$ cat src/rtl/burst_arbiter.sv
// rtl/burst_arbiter.sv - round-robin arbiter locking one valid/ready channel per burst
module burst_arbiter #(
  parameter int NUM_REQ   = 2,
  parameter int DATA_W    = 3,
  parameter int BURST_LEN = 3
) (
  input  logic                      sys_clk,
  input  logic                      sys_rst,
  input  logic [NUM_REQ-1:0]        req_valid,
  input  logic [NUM_REQ*DATA_W-1:0] req_data,
  output logic [NUM_REQ-1:0]        req_ready,
  output logic                      dn_valid,
  output logic [DATA_W-1:0]         dn_data,
  output logic                      dn_last,
  input  logic                      dn_ready,
  output logic [NUM_REQ-1:0]        grant,
  output logic                      busy
);

  localparam int CNT_W = (BURST_LEN > 1) ? $clog2(BURST_LEN) : 1;
  localparam int IDX_W = (NUM_REQ > 1) ? $clog2(NUM_REQ) : 1;
  localparam logic [CNT_W-1:0] LAST_BEAT = CNT_W'(BURST_LEN - 1);

  typedef enum logic {IDLE = 1'b0, BURST = 1'b1} state_t;

  state_t             state;
  logic [CNT_W-1:0]   beat_cnt;
  logic [IDX_W-1:0]   last_idx;
  logic [IDX_W-1:0]   gidx;
  logic               pick_found;
  logic [IDX_W-1:0]   pick_idx;
  logic [IDX_W:0]     scan;
  logic               hs;

  // Scan requesters starting just after the previous owner; first valid one wins.
  always_comb begin
    pick_found = 1'b0;
    pick_idx   = '0;
    scan       = '0;
    for (int k = 1; k <= NUM_REQ; k++) begin
      scan = {1'b0, last_idx} + (IDX_W+1)'(k);
      if (scan >= (IDX_W+1)'(NUM_REQ)) begin
        scan = scan - (IDX_W+1)'(NUM_REQ);
      end
      if (!pick_found && req_valid[scan[IDX_W-1:0]]) begin
        pick_found = 1'b1;
        pick_idx   = scan[IDX_W-1:0];
      end
    end
  end

  // Encode the one-hot grant into an index for muxing the data path.
  always_comb begin
    gidx = '0;
    for (int i = 0; i < NUM_REQ; i++) begin
      if (grant[i]) begin
        gidx = IDX_W'(i);
      end
    end
  end

  // Combinational data path from the owner to the consumer; forced quiet in reset and idle.
  always_comb begin
    dn_valid  = 1'b0;
    dn_data   = '0;
    dn_last   = 1'b0;
    req_ready = '0;
    busy      = 1'b0;
    if (!sys_rst && state == BURST) begin
      busy            = 1'b1;
      dn_valid        = req_valid[gidx];
      req_ready[gidx] = dn_ready;
      if (dn_valid) begin
        dn_data = req_data[gidx*DATA_W +: DATA_W];
      end
      dn_last = dn_valid && (beat_cnt == LAST_BEAT);
    end
  end

  assign hs = dn_valid & dn_ready;

  // Arbitration and burst-lock FSM; grant is held until the last beat handshakes.
  always_ff @(posedge sys_clk or posedge sys_rst) begin
    if (sys_rst) begin
      state    <= IDLE;
      grant    <= '0;
      beat_cnt <= '0;
      last_idx <= IDX_W'(NUM_REQ - 1);
    end else begin
      case (state)
        IDLE: begin
          if (pick_found) begin
            state    <= BURST;
            grant    <= NUM_REQ'(1) << pick_idx;
            beat_cnt <= '0;
          end
        end
        BURST: begin
          if (hs) begin
            if (beat_cnt == LAST_BEAT) begin
              state    <= IDLE;
              grant    <= '0;
              beat_cnt <= '0;
              last_idx <= gidx;
            end else begin
              beat_cnt <= beat_cnt + 1'b1;
            end
          end
        end
      endcase
    end
  end

endmodule

$ cat config.mk
export PLATFORM = sky130hd
export DESIGN_NAME = burst_arbiter
export DESIGN_NICKNAME = d
export VERILOG_FILES = /design/src/rtl/burst_arbiter.sv
export SDC_FILE = /design/constraint.sdc
export NUM_CORES = 1
export LEC_CHECK = 0
export BUFFER_PORTS_ARGS = -buffer_cell sky130_fd_sc_hd__buf_2
export CORE_AREA = 4 4 41 43
export CTS_BUF_LIST = sky130_fd_sc_hd__clkbuf_4 sky130_fd_sc_hd__clkbuf_8
export DETAILED_ROUTE_END_ITERATION = 7
export DIE_AREA = 0 0 45 47
export HOLD_SLACK_MARGIN = 0.02
export PLACE_DENSITY_LB_ADDON = 0.12
export SLEW_MARGIN = 20
export SYNTH_ARGS = -nofsm -noshare
export SYNTH_HDL_FRONTEND = slang
export SYNTH_SLANG_ARGS = --single-unit
$ cat constraint.sdc
create_clock -name sys_clk -period 1.4 [get_ports sys_clk]
set_clock_uncertainty 0.15 [all_clocks]
set_input_delay 0.07 -clock sys_clk [delete_from_list [all_inputs] [get_ports sys_clk]]
set_output_delay 0.07 -clock sys_clk [all_outputs]
set_load 0.01 [all_outputs]
### After elaboration in Yosys (flattened, before gate mapping)

Cells that the tools add are included.
Widths: inputs -> output; s select.

| cells by class | value |
|---|---|
| shift-type cells | 2 |
| mux-type cells | 33 |
| $add $sub $neg | 5 |
| $lt $le $gt $ge | 6 |
| eq/ne operators | 4 |
| bitwise gates (word level) | 3 |
| multiply operators | 1 |
| reduce and logical (&&, ||, !) cells | 9 |

Operators by type and width:

| cell | count |
|---|---|
| $mux 1 | 20 |
| $mux 2 | 7 |
| $pmux 2 s2 | 2 |
| $lt 1x2->1 const B | 3 |
| $mux 3 | 2 |
| $reduce_and 3->1 | 2 |
| $shiftx 6x4->3 | 1 |
| $ge 2x2->1 const B | 2 |
| $logic_and 1x1->1 | 4 |
| $ne 2x1->1 const B | 2 |
| $mul 1x2->3 const B | 1 |
| $add 1x1->2 const B | 1 |
| $add 1x2->2 const B | 1 |
| $add 2x1->2 const B | 1 |
| $and 2x2->2 | 1 |
| $eq 2x2->1 const B | 1 |
| $logic_not 1->1 | 2 |
| $ne 2x2->1 const B | 1 |
| $pmux 1 s2 | 1 |
| $reduce_and 2->1 | 1 |
| $shl 1x1->2 const A | 1 |
| $sub 1x1->1 const B | 2 |
| $and 1x1->1 | 1 |
| $demux 1 s1 | 1 |
| 2 further kinds | 2 |

| word-level totals | value |
|---|---|
| input bits | 11 |
| output and inout bits | 10 |
| logic and storage cells | 67 |
| register bits after elaboration | 6 |

### Depth between registers and ports, before layout

| depth | value |
|---|---|
| depth after elaboration | 12 |
| gate-level depth with buffers | 4 |
| gate-level depth less buffers | 3 |

### Worst setup path before layout

No wires, ideal clock.

| path | value |
|---|---|
| path type | register to register |
| from | reg grant[1] |
| to | reg last_idx |
| path buffers | 1 |
| cell stages (with the launch flop) | 5 |
| setup slack | -0.072 ns |
| library setup time | 0.085 ns |
| required time | 1.165 ns |
| clock period less this slack | 1.472 ns |
| data arrival time | 1.237 ns |
| cell sequence | dfrtp_1 -> buf_6 -> mux2i_4 -> nor3_4 -> mux2_1 |

| between the ends | value |
|---|---|
| cells in the longest elaborated chain, start to end | 6 |

RTL lines:

| element | RTL line | source |
|---|---|---|
| from (decl) | 16 | `output logic [NUM_REQ-1:0] grant,` |
| from (signal assigned) | 94 | `grant <= NUM_REQ'(1) << pick_idx;` |
| $mux 1 (*) | 56 | `if (grant[i]) begin` |
| $mux 1 (not written as such) (2 in series) | 71 | `dn_valid = req_valid[gidx];` |
| $mux 1 | 69 | `if (!sys_rst && state == BURST) begin` |
| $and 1x1->1 | 80 | `assign hs = dn_valid & dn_ready;` |
| $reduce_and 3->1 (no source line) | - |  |
| to (signal assigned) | 88 | `last_idx <= IDX_W'(NUM_REQ - 1);` |
| to (signal assigned) | 104 | `last_idx <= gidx;` |
| to (decl) | 28 | `logic [IDX_W-1:0] last_idx;` |

Mark *: on every way between the ends. The rest lies on a longest branch, timed or not. The select of a mux whose other input is x is not followed.
A chain may end at the register's enable or synchronous reset.

### Worst setup path in the final report

Same ends and word-level chain as after synthesis.

==> impl_metrics.env <==
export IMPL_status="complete, but fails checks"
export IMPL_failed_checks="negative setup slack"
export IMPL_htree_num_levels=1
export IMPL_synth_largest_type_area_fraction=0.3077
export IMPL_worst_setup_hold_path_clk_slew_ns=0.04
export IMPL_floorplan_die_height_um=47
export IMPL_detail_route_iter0_violations=2
export IMPL_switching_power_mw=0.3387
export IMPL_commonest_non_fill_non_tap_cells_in_the_layout="buf_2 (19), buf_4 (7), nor2_1 (6)"
export IMPL_floorplan_io_pins=21
export IMPL_drtPass1Iterations=3
export IMPL_setup_slack_reg_to_reg_ns=-0.09
export IMPL_layout_commonest_cell="buf_2"
export IMPL_powerDensity_nw_per_um2=1485
export IMPL_starting_utilization_of_the_core_area=0.3125
export IMPL_timing_worst_setup_path_type="register to register"
export IMPL_endpoint="last_idx"
export IMPL_final_critical_path_setup_slack_ns=-0.09077
export IMPL_internal_power_summed_over_all_cells_mw=0.6406
export IMPL_setup_viol=9
export IMPL_cell_area_after_synthesis_um2=406.6
export IMPL_rsz0062_at_grt="true"
export IMPL_total_global_routing_overflow=0
export IMPL_layout_min_cycle_time_ns=1.491
export IMPL_cp_required_ns=1.42
export IMPL_comb_power_share=0.501
export IMPL_net_sw_frac=0.3459
export IMPL_hold_path_class="primary input to register"
export IMPL_routed_wl_mm=1.067
export IMPL_die_area_um2=2115
export IMPL_drc=0
export IMPL_num_antenna_cells=0
export IMPL_ir_drop_mv=0.7438
export IMPL_routed_via_count=404
export IMPL_post_route_cell_area_um2=659.4
export IMPL_worstPathArrival_ns=1.51
export IMPL_area_growth_synth_to_final_pct=62.15
export IMPL_share_of_the_yosys_chip_area_belonging_to_registers=0.3723
export IMPL_worstSetupStartpoint="grant[1]"
export IMPL_cts_sinks=6
export IMPL_worstSetupEndpointType="register"
export IMPL_worst_r2r_path_depth=4
export IMPL_post_synth_cell_area_avg_um2=9.457
export IMPL_synthesis_nets=54
export IMPL_p_leak_nw=0.3469
export IMPL_total_core_area_um2=1301
export IMPL_rows=13
export IMPL_timing_fmax_ghz=0.6708
export IMPL_synth_warnings=0
export IMPL_slew_headroom=0.8442
export IMPL_gp_congestion=0.6656
export IMPL_cts_root_buf="clkbuf_4"
export IMPL_tightestPinTransition_ns=0.2335
export IMPL_power_sequential_fraction=0.301
export IMPL_cts_buffer_depth=2
export IMPL_grt_first_pass_wirelength_mm=1.662
export IMPL_synth_cell_types=20
export IMPL_pin_count_of_the_biggest_net_entering_global_routing=9
export IMPL_n_fill_cell=132
export IMPL_crit_reg2reg_capture="last_idx"
export IMPL_routed_via_density=4.440
export IMPL_cts_tree="built"
export IMPL_worst_r2r_startpoint="grant[1]"
export IMPL_drive_above_1_share=0.5263
export IMPL_synth_area_leader_cell="dfrtp_1"
export IMPL_net_count_of_the_finished_layout=88
export IMPL_grt_util_all_layers=0.1138
export IMPL_synth_top_cells_by_area="dfrtp_1 (31%), mux2i_1 (7.4%), nor2_1 (7.4%)"
export IMPL_antenna_left=0
export IMPL_timing_final_hold_violations=0
export IMPL_number_of_global_route_vias_before_repair=399
export IMPL_die_width_um=45
export IMPL_io_buffers=20
export IMPL_synthCells=43
export IMPL_share_clk_of_total_power=0.198
export IMPL_timing_final_max_slew_violations=0
export IMPL_hold_worst_slack_ns=0.05360
export IMPL_critPathLaunchType="register"
export IMPL_insertion_delay_ns=0.25
export IMPL_wl_per_cell_um=11.73
export IMPL_cts_buffers=3
export IMPL_tns_ns=-0.4057
export IMPL_worstPathMaxFanout=4
export IMPL_max_cap_viol_count=0
export IMPL_placed_area_um2=548.0
export IMPL_final_period_utilization=1.065
export IMPL_number_of_storage_elements_in_the_synthesis_netlist=6
export IMPL_number_of_antenna_violations_at_the_first_check_in_global_routing=0
export IMPL_post_dp_hpwl_um=784.1
==> layout make-up <==
cell class                      count  area [µm²]  share of cell area
Inverter                            2       7.507             0.01139
Timing Repair Buffer               31       198.9              0.3017
Multi-Input combinational cell     33       252.7              0.3833
Tap cell                           15       18.77             0.02846
Sequential cell                     6       151.4              0.2296
Clock buffer                        4       30.03             0.04554
==> how the worst min path moves through the flow <==
stage,from,to,slack (ns),cells after the start
floorplan,sys_rst,beat_cnt[0],-0.29,1
global route,req_valid[1],grant[0],0.06,4
finish,req_valid[1],grant[0],0.05,4
CTS,req_valid[0],grant[0],0.02,3
detailed placement,sys_rst,beat_cnt[1],-0.13,2
global placement,sys_rst,beat_cnt[1],-0.13,2
==> power groups by stage <==
stage | Clock, mW | Sequential (mW) | Combinational (mW)
5_1_grt | 0.225 | 0.302 | 0.533
2_1_floorplan | 0 | 0.290 | 0.326
4_1_cts | 0.205 | 0.294 | 0.479
3_5_place_dp | 0 | 0.297 | 0.437
6_report | 0.194 | 0.295 | 0.490
3_3_place_gp | 0 | 0.298 | 0.436
==> worst max-delay path: stages (launching register included) <==
cell and delay (ns):
dfrtp_1 0.41, mux2i_4 0.20, buf_4 0.15, nor3_4 0.18
mux2_4 0.33
==> state kept, by name (all words and copies together) (netlist names) <==
name / cells
last_idx: 1
beat_cnt: 2
state: 1
grant: 2
==> per-stage QoR <==
stage	total power, mW	setup slack [ns]	std cells	utilization
2_1_floorplan	0.6162	0.003714	43	-
3_3_place_gp	0.7335	0.04308	81	0.4212
3_5_place_dp	0.7337	0.03838	81	0.4212
4_1_cts	0.9789	-0.08188	90	0.4913
5_1_grt	1.059	-0.1277	91	0.5067
6_report	0.9793	-0.09077	91	0.5067
==> synth_stat cells <==
| master | n |
|---|---|
| mux2i_4 | 1 |
| nand2_1 | 3 |
| nor3_4 | 1 |
| mux2i_1 | 3 |
| a22o_1 | 2 |
| dfstp_2 | 1 |
| nor2_1 | 8 |
| buf_4 | 1 |
| buf_6 | 1 |
| inv_1 | 2 |
| nor3_1 | 1 |
| nand2b_1 | 3 |
| mux2_1 | 1 |
| and3_1 | 1 |
| o21a_1 | 1 |
| o21bai_1 | 1 |
| nor2b_1 | 2 |
| o21ai_0 | 2 |
| dfrtp_1 | 5 |
| nand3b_1 | 3 |
==> routing by layer <==
layer,routed length [µm],vias up,track usage,part of all wire
met4,0,0,0.05263,0
met5,0,-,0,0
li1,-,210,-,-
met1,415,180,0.1183,0.39
met3,97,0,0.05364,0.091
met2,553,14,0.1949,0.52
==> cells by family after synthesis <==
group | after synthesis | share of synthesized area
AND/OR/NAND/NOR | 22 | 0.3015
AO/OA/AOI/OAI | 6 | 0.1046
flip-flops | 6 | 0.3723
multiplexers | 5 | 0.1569
buffers and inverters | 4 | 0.06463
==> repair_timing <==
item                                   CTS  global route
hold buffers                             3             1
pin swaps                                3             5
setup endpoints to repair                6            11
endpoints found under the hold margin    8             1
buffers inserted                         2             0
resized for setup                        5             4
(Power assumes the default switching activity.)
